**src/rtl/mem_pkg.sv**
```systemverilog
// Shared definitions for the M-stage load/store unit.
//   - MEM_OP_* : encodings of the mem_op field driven by the pipeline
//   - EXC_*_DEF: default exception codes for load/store address errors
//   - mem_state_e: FSM states of m_mem_access
//   - op_is_store / addr_misaligned: decode helpers shared by the datapath
package mem_pkg;

    localparam logic [2:0] MEM_OP_LW  = 3'b000;
    localparam logic [2:0] MEM_OP_LH  = 3'b001;
    localparam logic [2:0] MEM_OP_LHU = 3'b010;
    localparam logic [2:0] MEM_OP_LB  = 3'b011;
    localparam logic [2:0] MEM_OP_LBU = 3'b100;
    localparam logic [2:0] MEM_OP_SW  = 3'b101;
    localparam logic [2:0] MEM_OP_SH  = 3'b110;
    localparam logic [2:0] MEM_OP_SB  = 3'b111;

    localparam logic [4:0] EXC_ADEL_DEF = 5'd4;
    localparam logic [4:0] EXC_ADES_DEF = 5'd5;

    typedef enum logic [1:0] {
        ST_IDLE = 2'd0,
        ST_REQ  = 2'd1,
        ST_DONE = 2'd2,
        ST_ERR  = 2'd3
    } mem_state_e;

    function automatic logic op_is_store(input logic [2:0] op);
        return (op == MEM_OP_SW) || (op == MEM_OP_SH) || (op == MEM_OP_SB);
    endfunction

    // Word ops need addr[1:0]==0, halfword ops need addr[0]==0, bytes never fault.
    function automatic logic addr_misaligned(input logic [2:0] op, input logic [1:0] lo);
        logic mis;
        mis = 1'b0;
        case (op)
            MEM_OP_LW, MEM_OP_SW:             mis = (lo != 2'b00);
            MEM_OP_LH, MEM_OP_LHU, MEM_OP_SH: mis = lo[0];
            default:                          mis = 1'b0;
        endcase
        return mis;
    endfunction

endpackage

```
**src/rtl/m_mem_access_if.sv**
```systemverilog
// Data-bus interface between the M-stage load/store unit and memory.
//   bus_req    : request, held until bus_ack
//   bus_we     : 1 store, 0 load
//   bus_addr   : word-aligned address
//   bus_byteen : byte enables (0000 on loads)
//   bus_wdata  : lane-aligned store data
//   bus_ack    : completion; bus_rdata valid in the same cycle
//   bus_rdata  : read word
// master = load/store unit, slave = memory side.
interface m_mem_access_if;

    logic        bus_req;
    logic        bus_we;
    logic [31:0] bus_addr;
    logic [3:0]  bus_byteen;
    logic [31:0] bus_wdata;
    logic        bus_ack;
    logic [31:0] bus_rdata;

    modport master (
        output bus_req,
        output bus_we,
        output bus_addr,
        output bus_byteen,
        output bus_wdata,
        input  bus_ack,
        input  bus_rdata
    );

    modport slave (
        input  bus_req,
        input  bus_we,
        input  bus_addr,
        input  bus_byteen,
        input  bus_wdata,
        output bus_ack,
        output bus_rdata
    );

endinterface

```
**src/rtl/m_load_ext.sv**
```systemverilog
// Load lane extraction and extension (purely combinational).
//   op     in  3   load opcode (MEM_OP_LW/LH/LHU/LB/LBU)
//   lane   in  2   addr[1:0] of the access
//   word   in  32  raw bus read word
//   result out 32  selected byte/half, sign- or zero-extended; word for LW
module m_load_ext
    import mem_pkg::*;
(
    input  logic [2:0]  op,
    input  logic [1:0]  lane,
    input  logic [31:0] word,
    output logic [31:0] result
);

    logic [15:0] shifted;

    always_comb begin
        // Only the low half of the shifted word is ever selected.
        shifted = 16'(word >> {lane, 3'b000});
        result  = word;
        case (op)
            MEM_OP_LB:  result = {{24{shifted[7]}}, shifted[7:0]};
            MEM_OP_LBU: result = {24'd0, shifted[7:0]};
            MEM_OP_LH:  result = {{16{shifted[15]}}, shifted[15:0]};
            MEM_OP_LHU: result = {16'd0, shifted[15:0]};
            default:    result = word;
        endcase
    end

endmodule

```
**src/rtl/m_mem_access.sv**
```systemverilog
// M-stage load/store unit: accepts one load/store, drives the data bus,
// extends load data, and reports address errors / bus timeouts.
//   clk, reset          system clock, synchronous active-high reset
//   req_valid           M-stage holds a memory instruction
//   mem_op, addr, wdata opcode, byte address, store source value
//   flush               CP0 flush; aborts whatever is in flight
//   stall               high while an accepted access is still pending
//   done                1-cycle pulse on successful completion
//   rdata               extended load result, held until the next load done
//   exc, exc_code       1-cycle pulse with address-error/timeout code
//   bus                 memory bus (master modport)
//
// state | meaning
// ------+--------------------------------------------------------
// IDLE  | waiting for req_valid
// REQ   | bus_req asserted, waiting for bus_ack or timeout
// DONE  | done pulse, access finished
// ERR   | exc pulse (misaligned address or bus timeout)
module m_mem_access
    import mem_pkg::*;
#(
    parameter int unsigned TIMEOUT  = 255,
    parameter logic [4:0]  EXC_ADEL = EXC_ADEL_DEF,
    parameter logic [4:0]  EXC_ADES = EXC_ADES_DEF
) (
    input  logic                  clk,
    input  logic                  reset,
    input  logic                  req_valid,
    input  logic [2:0]            mem_op,
    input  logic [31:0]           addr,
    input  logic [31:0]           wdata,
    input  logic                  flush,
    output logic                  stall,
    output logic                  done,
    output logic [31:0]           rdata,
    output logic                  exc,
    output logic [4:0]            exc_code,
    m_mem_access_if.master        bus
);

    // Counter holds the number of REQ cycles already spent without ack,
    // so it only needs to reach TIMEOUT-1 before the timeout fires.
    localparam int unsigned CNT_W    = (TIMEOUT < 2) ? 1 : $clog2(TIMEOUT);
    localparam logic [CNT_W-1:0] CNT_LAST = CNT_W'(TIMEOUT - 1);

    mem_state_e        state_q, state_d;
    logic [2:0]        op_q, op_d;
    logic [1:0]        lane_q, lane_d;
    logic [CNT_W-1:0]  cnt_q, cnt_d;
    logic              done_q, done_d;
    logic              exc_q, exc_d;
    logic [4:0]        exc_code_q, exc_code_d;
    logic [31:0]       rdata_q, rdata_d;
    logic              bus_req_q, bus_req_d;
    logic              bus_we_q, bus_we_d;
    logic [31:0]       bus_addr_q, bus_addr_d;
    logic [3:0]        bus_byteen_q, bus_byteen_d;
    logic [31:0]       bus_wdata_q, bus_wdata_d;

    logic [3:0]        st_byteen;
    logic [31:0]       st_data;
    logic [31:0]       load_result;

    // Store packing from the incoming request; loads get no enables/data.
    always_comb begin
        st_byteen = 4'b0000;
        st_data   = 32'd0;
        case (mem_op)
            MEM_OP_SW: begin
                st_byteen = 4'b1111;
                st_data   = wdata;
            end
            MEM_OP_SH: begin
                st_byteen = 4'b0011 << addr[1:0];
                st_data   = {2{wdata[15:0]}};
            end
            MEM_OP_SB: begin
                st_byteen = 4'b0001 << addr[1:0];
                st_data   = {4{wdata[7:0]}};
            end
            default: begin
                st_byteen = 4'b0000;
                st_data   = 32'd0;
            end
        endcase
    end

    m_load_ext u_load_ext (
        .op     (op_q),
        .lane   (lane_q),
        .word   (bus.bus_rdata),
        .result (load_result)
    );

    always_comb begin
        state_d      = state_q;
        op_d         = op_q;
        lane_d       = lane_q;
        cnt_d        = '0;
        done_d       = 1'b0;
        exc_d        = 1'b0;
        exc_code_d   = 5'd0;
        rdata_d      = rdata_q;
        bus_req_d    = 1'b0;
        bus_we_d     = 1'b0;
        bus_addr_d   = 32'd0;
        bus_byteen_d = 4'b0000;
        bus_wdata_d  = 32'd0;

        // Flush wins over everything, including an ack in the same cycle.
        if (flush) begin
            state_d = ST_IDLE;
        end else begin
            case (state_q)
                ST_IDLE: begin
                    if (req_valid) begin
                        if (addr_misaligned(mem_op, addr[1:0])) begin
                            state_d    = ST_ERR;
                            exc_d      = 1'b1;
                            exc_code_d = op_is_store(mem_op) ? EXC_ADES : EXC_ADEL;
                        end else begin
                            state_d      = ST_REQ;
                            op_d         = mem_op;
                            lane_d       = addr[1:0];
                            bus_req_d    = 1'b1;
                            bus_we_d     = op_is_store(mem_op);
                            bus_addr_d   = {addr[31:2], 2'b00};
                            bus_byteen_d = st_byteen;
                            bus_wdata_d  = st_data;
                        end
                    end
                end
                ST_REQ: begin
                    if (bus.bus_ack) begin
                        state_d = ST_DONE;
                        done_d  = 1'b1;
                        if (!op_is_store(op_q)) begin
                            rdata_d = load_result;
                        end
                    end else if (cnt_q == CNT_LAST) begin
                        state_d    = ST_ERR;
                        exc_d      = 1'b1;
                        exc_code_d = op_is_store(op_q) ? EXC_ADES : EXC_ADEL;
                    end else begin
                        cnt_d        = cnt_q + CNT_W'(1);
                        bus_req_d    = 1'b1;
                        bus_we_d     = bus_we_q;
                        bus_addr_d   = bus_addr_q;
                        bus_byteen_d = bus_byteen_q;
                        bus_wdata_d  = bus_wdata_q;
                    end
                end
                ST_DONE: state_d = ST_IDLE;
                ST_ERR:  state_d = ST_IDLE;
                default: state_d = ST_IDLE;
            endcase
        end
    end

    always_ff @(posedge clk) begin
        if (reset) begin
            state_q      <= ST_IDLE;
            op_q         <= 3'd0;
            lane_q       <= 2'd0;
            cnt_q        <= '0;
            done_q       <= 1'b0;
            exc_q        <= 1'b0;
            exc_code_q   <= 5'd0;
            rdata_q      <= 32'd0;
            bus_req_q    <= 1'b0;
            bus_we_q     <= 1'b0;
            bus_addr_q   <= 32'd0;
            bus_byteen_q <= 4'b0000;
            bus_wdata_q  <= 32'd0;
        end else begin
            state_q      <= state_d;
            op_q         <= op_d;
            lane_q       <= lane_d;
            cnt_q        <= cnt_d;
            done_q       <= done_d;
            exc_q        <= exc_d;
            exc_code_q   <= exc_code_d;
            rdata_q      <= rdata_d;
            bus_req_q    <= bus_req_d;
            bus_we_q     <= bus_we_d;
            bus_addr_q   <= bus_addr_d;
            bus_byteen_q <= bus_byteen_d;
            bus_wdata_q  <= bus_wdata_d;
        end
    end

    // Stall rises combinationally on the accepting cycle so the pipeline
    // holds the instruction; it drops in DONE/ERR so the pulse cycle advances.
    assign stall = !reset &&
                   ((state_q == ST_REQ) ||
                    ((state_q == ST_IDLE) && req_valid && !flush));

    assign done           = done_q;
    assign exc            = exc_q;
    assign exc_code       = exc_code_q;
    assign rdata          = rdata_q;
    assign bus.bus_req    = bus_req_q;
    assign bus.bus_we     = bus_we_q;
    assign bus.bus_addr   = bus_addr_q;
    assign bus.bus_byteen = bus_byteen_q;
    assign bus.bus_wdata  = bus_wdata_q;

endmodule
```
**src/flat_wrapper.sv**
```systemverilog
// flat-port wrapper written by rule: the top's interface ports become plain ports
module m_mem_access_flat import mem_pkg::*;
#(
    parameter int unsigned TIMEOUT  = 255,
    parameter logic [4:0]  EXC_ADEL = EXC_ADEL_DEF,
    parameter logic [4:0]  EXC_ADES = EXC_ADES_DEF
)
  (clk, reset, req_valid, mem_op, addr, wdata, flush, stall, done, rdata, exc, exc_code, bus_bus_req, bus_bus_we, bus_bus_addr, bus_bus_byteen, bus_bus_wdata, bus_bus_ack, bus_bus_rdata);
  m_mem_access_if bus_i ();
  input  logic clk;
  input  logic reset;
  input  logic req_valid;
  input  logic [2:0] mem_op;
  input  logic [31:0] addr;
  input  logic [31:0] wdata;
  input  logic flush;
  output logic stall;
  output logic done;
  output logic [31:0] rdata;
  output logic exc;
  output logic [4:0] exc_code;
  output wire logic [$bits(bus_i.bus_req)-1:0] bus_bus_req;
  output wire logic [$bits(bus_i.bus_we)-1:0] bus_bus_we;
  output wire logic [$bits(bus_i.bus_addr)-1:0] bus_bus_addr;
  output wire logic [$bits(bus_i.bus_byteen)-1:0] bus_bus_byteen;
  output wire logic [$bits(bus_i.bus_wdata)-1:0] bus_bus_wdata;
  input wire logic [$bits(bus_i.bus_ack)-1:0] bus_bus_ack;
  input wire logic [$bits(bus_i.bus_rdata)-1:0] bus_bus_rdata;
  assign bus_bus_req = bus_i.bus_req;
  assign bus_bus_we = bus_i.bus_we;
  assign bus_bus_addr = bus_i.bus_addr;
  assign bus_bus_byteen = bus_i.bus_byteen;
  assign bus_bus_wdata = bus_i.bus_wdata;
  assign bus_i.bus_ack = bus_bus_ack;
  assign bus_i.bus_rdata = bus_bus_rdata;
  m_mem_access #(.TIMEOUT(TIMEOUT), .EXC_ADEL(EXC_ADEL), .EXC_ADES(EXC_ADES)) u_core (.clk(clk), .reset(reset), .req_valid(req_valid), .mem_op(mem_op), .addr(addr), .wdata(wdata), .flush(flush), .stall(stall), .done(done), .rdata(rdata), .exc(exc), .exc_code(exc_code), .bus(bus_i));
endmodule
```
**config.mk**
```make
export PLATFORM = sky130hd
export DESIGN_NAME = m_mem_access_flat
export DESIGN_NICKNAME = d
export VERILOG_FILES = /design/src/rtl/mem_pkg.sv /design/src/rtl/m_mem_access_if.sv /design/src/rtl/m_load_ext.sv /design/src/rtl/m_mem_access.sv /design/src/flat_wrapper.sv
export SDC_FILE = /design/constraint.sdc
export NUM_CORES = 1
export LEC_CHECK = 0
export BUFFER_PORTS_ARGS = -buffer_cell sky130_fd_sc_hd__buf_2
export CAP_MARGIN = 25
export CORE_MARGIN = 4
export CORE_UTILIZATION = 50
export CTS_BUF_LIST = sky130_fd_sc_hd__clkbuf_2 sky130_fd_sc_hd__clkbuf_4 sky130_fd_sc_hd__clkbuf_8
export DETAILED_ROUTE_END_ITERATION = 10
export HOLD_SLACK_MARGIN = 0.05
export PLACE_DENSITY = 0.81
export SYNTH_ARGS = -nofsm -noshare
export SYNTH_HDL_FRONTEND = slang
export SYNTH_SLANG_ARGS = --single-unit
export TNS_END_PERCENT = 50
```
**constraint.sdc**
```tcl
create_clock -name clk -period 2 [get_ports clk]
set_input_delay 0.4 -clock clk [delete_from_list [all_inputs] [get_ports clk]]
set_output_delay 0.4 -clock clk [all_outputs]
set_load 0.05 [all_outputs]
```
==> flow_summary_export.csv <==
group,metric,value,unit
clock_tree,clkTransAtPathRegs,0.07,ns
layout,syn_to_final_growth,31.7,%
placed_design,dpl.cell_count,841,
synth,syn_inst,529,
timing,drv_slew,0,
drt,wl_met1,5950,um
floorplan,dieHeight,109,um
drt,detailroute.via_count,4926,
placed_design,dp_slack,-0.0823,ns
layout,layoutNonFillerInstCount,874,
timing,tightestPinTransition,0.611,ns
worst_setup_path,crit_chain,"o21ai_0 > nand2_1 > a31oi_1 > buf_4 > a211oi_1",
synth,ys_async_sr_fraction,0,
status,status,"complete, no violations",
global_route,grt_max_degree,68,
clock_tree,ctsHoldBuffers,0,
drt,ant_nets,0,
synth,synth_edf_count,0,
placed_design,place_congestion,0.891,
synth,synth.area.top_cells,"dfxtp_1 46%, a22o_1 6.9%, o2bb2ai_1 5.8%",
synth,muxShareOfSynthArea,0.0437,
drt,drcViolationCount,0,
synth,synth_seq_cells,118,
timing,fmax,550,MHz
layout,drive_gt1_frac,0.367,
clock_tree,cts_max_level,4,
min_path,hp-class,"input port to register",
flow_run,cap_violations,0,
timing,grt_setup_unrepaired,"no",
global_route,grt_pass1_vias,4771,
layout,nets,834,
worst_setup_path,crit_slowest_cell,"o21ai_0",
synth,synth.avg_cell_area,9.64,um2
timing,setup_violations,0,
synth,syn-cell-area,5100,um2
drt,highest-signal-layer,"met4",
drt,dr.pass1.iters,6,
drt,met2_length,7680,um
worst_setup_path,max_stage_delay,0.47,ns
drt,wl_per_cell,17.3,um
global_route,gr-usage-all-layers,0.251,
timing,hold_violations,0,
timing,fin_crit,1.82,ns
floorplan,dieArea,11900,um2
global_route,grt-ovfl-total,0,
drt,drt_wl_total,15200,um
synth,synth_compound_area_frac,0.308,
floorplan,rows,36,
floorplan,fp.dieW,109,um
timing,min_period_over_period,0.910,
placed_design,dp_hpwl,10900,um
synth,seq_area_frac_synth,0.463,
worst_setup_path,cp_max_fo,8,
synth,yosys.area.top_type,"dfxtp_1",
clock_tree,numCtsBuffers,17,
clock_tree,cts_tree,"built",
synth,synthAdderAreaFrac,0.00491,
worst_setup_path,cp_data_arrival_time,2.11,ns
synth,ys_types,50,
pwr,ir_worst_vdd,0.366,mV
synth,synth_xor_xnor_area_share,0.0120,
clock_tree,clockBufferDepth,2,
worst_setup_path,required,2.29,ns
placed_design,io_buffers,208,
synth,synth_top_family_by_area,"compound AO/OA/AOI/OAI gates",
floorplan,core,9860,um2
timing,fin_tns_setup,0,ns
worst_setup_path,path_class,"register to register",
global_route,grt_pass1_wl,23500,um
synth,synth_flop_cell,"dfxtp_1",
global_route,antenna_found_initial,0,
pwr,power,5.67,mW
clock_tree,cts_sinks,118,
clock_tree,clock-root-buffer,"clkbuf_8",
floorplan,start_util,0.517,
worst_setup_path,start_kind,"register",
synth,ys_warn_count,0,
clock_tree,cts.repair.resized,0,
floorplan,num_io_pins,214,
synth,yosys.area_share.simple,0.103,
worst_setup_path,endpoint_kind,"register",
drt,drtIter0Drc,347,
clock_tree,clk_latency,0.43,ns
timing,relSlewSlack,0.591,
pwr,p_per_area,844,nW/um2
drt,wl_met3,1290,um
drt,vias_per_cell,5.64,
layout,diodes,0,
clock_tree,post_cts_buffers,0,
synth,synth_top_area_frac,0.463,
timing,fin_skew,0.0129,ns
timing,finalWorstSetupSlack,0.180,ns
pwr,leakage,3.07,nW
==> cells in the final DEF, fill, tap and decap left out, types with 3 or more instances in the layout <==
cell        instances
nor2_1             39
o221ai_1            7
o2bb2ai_1          34
conb_1              5
buf_4              13
a22oi_1            24
nand2b_1            7
xnor2_1             4
nand2_1            40
nor2b_1             4
a22o_1             40
nand3_1             4
nor3b_1             3
xor2_1              3
mux2i_1            20
o41ai_1             3
o21ai_0            20
bufinv_16           5
inv_1              22
a2bb2oi_1           7
clkinvlp_4          4
a21oi_1            12
dfxtp_1           118
and3_1              3
a31oi_1             3
or3_1               4
buf_12              3
a211oi_1           15
o311ai_0            3
clkbuf_8           19
buf_2             208
a211oi_2           10
a21boi_0            8
==> metrics by stage <==
step	cell area (um2)	hold WS (ns)	utilization
floorplan	5120	0.430	-
global placement	6240	0.432	0.633
detailed placement	6240	0.442	0.633
CTS	6710	0.165	0.680
global route	6720	0.168	0.681
finish	6720	0.187	0.681
==> cells by family (layout without fill, tap and decap cells) <==
| family | Yosys count | in the layout |
|---|---|---|
| AOI/OAI and AO/OA | 196 | 196 |
| xor gates and xnor gates | 7 | 7 |
| adders and majority gates | 2 | 2 |
| buffers and inverters | 70 | 278 |
| DFF | 118 | 118 |
| muxes | 21 | 21 |
| other | 1 | 5 |
| and+or+nand+nor | 114 | 114 |
==> power breakdown <==
group	internal, mW	switching [mW]	leakage [nW]	total, mW
Sequential	2.39	0.0285	0.954	2.42
Clock	1.56	0.968	0.225	2.53
Combinational	0.254	0.461	1.89	0.715
==> registers in the layout (all words and copies together), names as in the netlist <==
register / count
u_core.bus.bus_wdata: 32
u_core.rdata: 32
u_core.bus.bus_addr: 30
u_core.cnt_q: 8
u_core.bus.bus_byteen: 4
u_core.op_q: 3
u_core.exc_code: 2
u_core.lane_q: 2
u_core.state_q: 2
u_core.bus.bus_req: 1
u_core.bus.bus_we: 1
u_core.done: 1
==> synthesized netlist by cell type (7+ instances only) <==
cell         n
nand2_1     40
a211oi_1    15
o221ai_1     7
clkbuf_1    27
mux2i_1     20
a21boi_0     8
a22oi_1     24
dfxtp_1    118
nand2b_1     7
a21oi_1     12
buf_2        9
o21ai_0     20
inv_1       22
buf_4        7
a2bb2oi_1    7
o2bb2ai_1   34
nor2_1      39
a211oi_2    10
a22o_1      40
==> final timing paths <==
| kind | to | slack, ns | depth (start not counted) | start |
|---|---|---|---|---|
| worst max-delay path | u_core.rdata[8]$_SDFFE_PP0P_ | 0.18 | 5 | u_core.op_q[1]$_SDFFE_PP0P_ |
| worst min-delay path | u_core.bus.bus_addr[31]$_SDFFE_PP0P_ | 0.19 | 2 | addr[31] |
| worst max register to register | u_core.rdata[8]$_SDFFE_PP0P_ | 0.18 | 5 | u_core.op_q[1]$_SDFFE_PP0P_ |
| worst min register to register | u_core.rdata[6]$_SDFFE_PP0P_ | 0.46 | 2 | u_core.rdata[6]$_SDFFE_PP0P_ |
==> metal layers <==
metal / track usage / vias to the layer above
met5: 0 / -
met1: 0.305 / 2324
li1: - / 2354
met3: 0.0675 / 24
met2: 0.424 / 224
met4: 0.0920 / 0
==> worst max-delay path, delay by kind of cell, from the launching register on <==
kind / cells / cell delay [ns]
simple gates: 1 / 0.34
flops: 1 / 0.37
compound gates: 3 / 0.79
buf+inv: 1 / 0.19
==> final cells by class <==
cell class / count / area [um2]
clock buffers: 20 / 269
multi-input cells: 345 / 2440
flip-flops and latches: 118 / 2360
inverters: 22 / 82.6
well taps: 133 / 166
clock inverters: 12 / 199
repair buffers: 224 / 1200
fillers: 805 / 3150
Note: power is estimated with default switching activity, not from simulation.
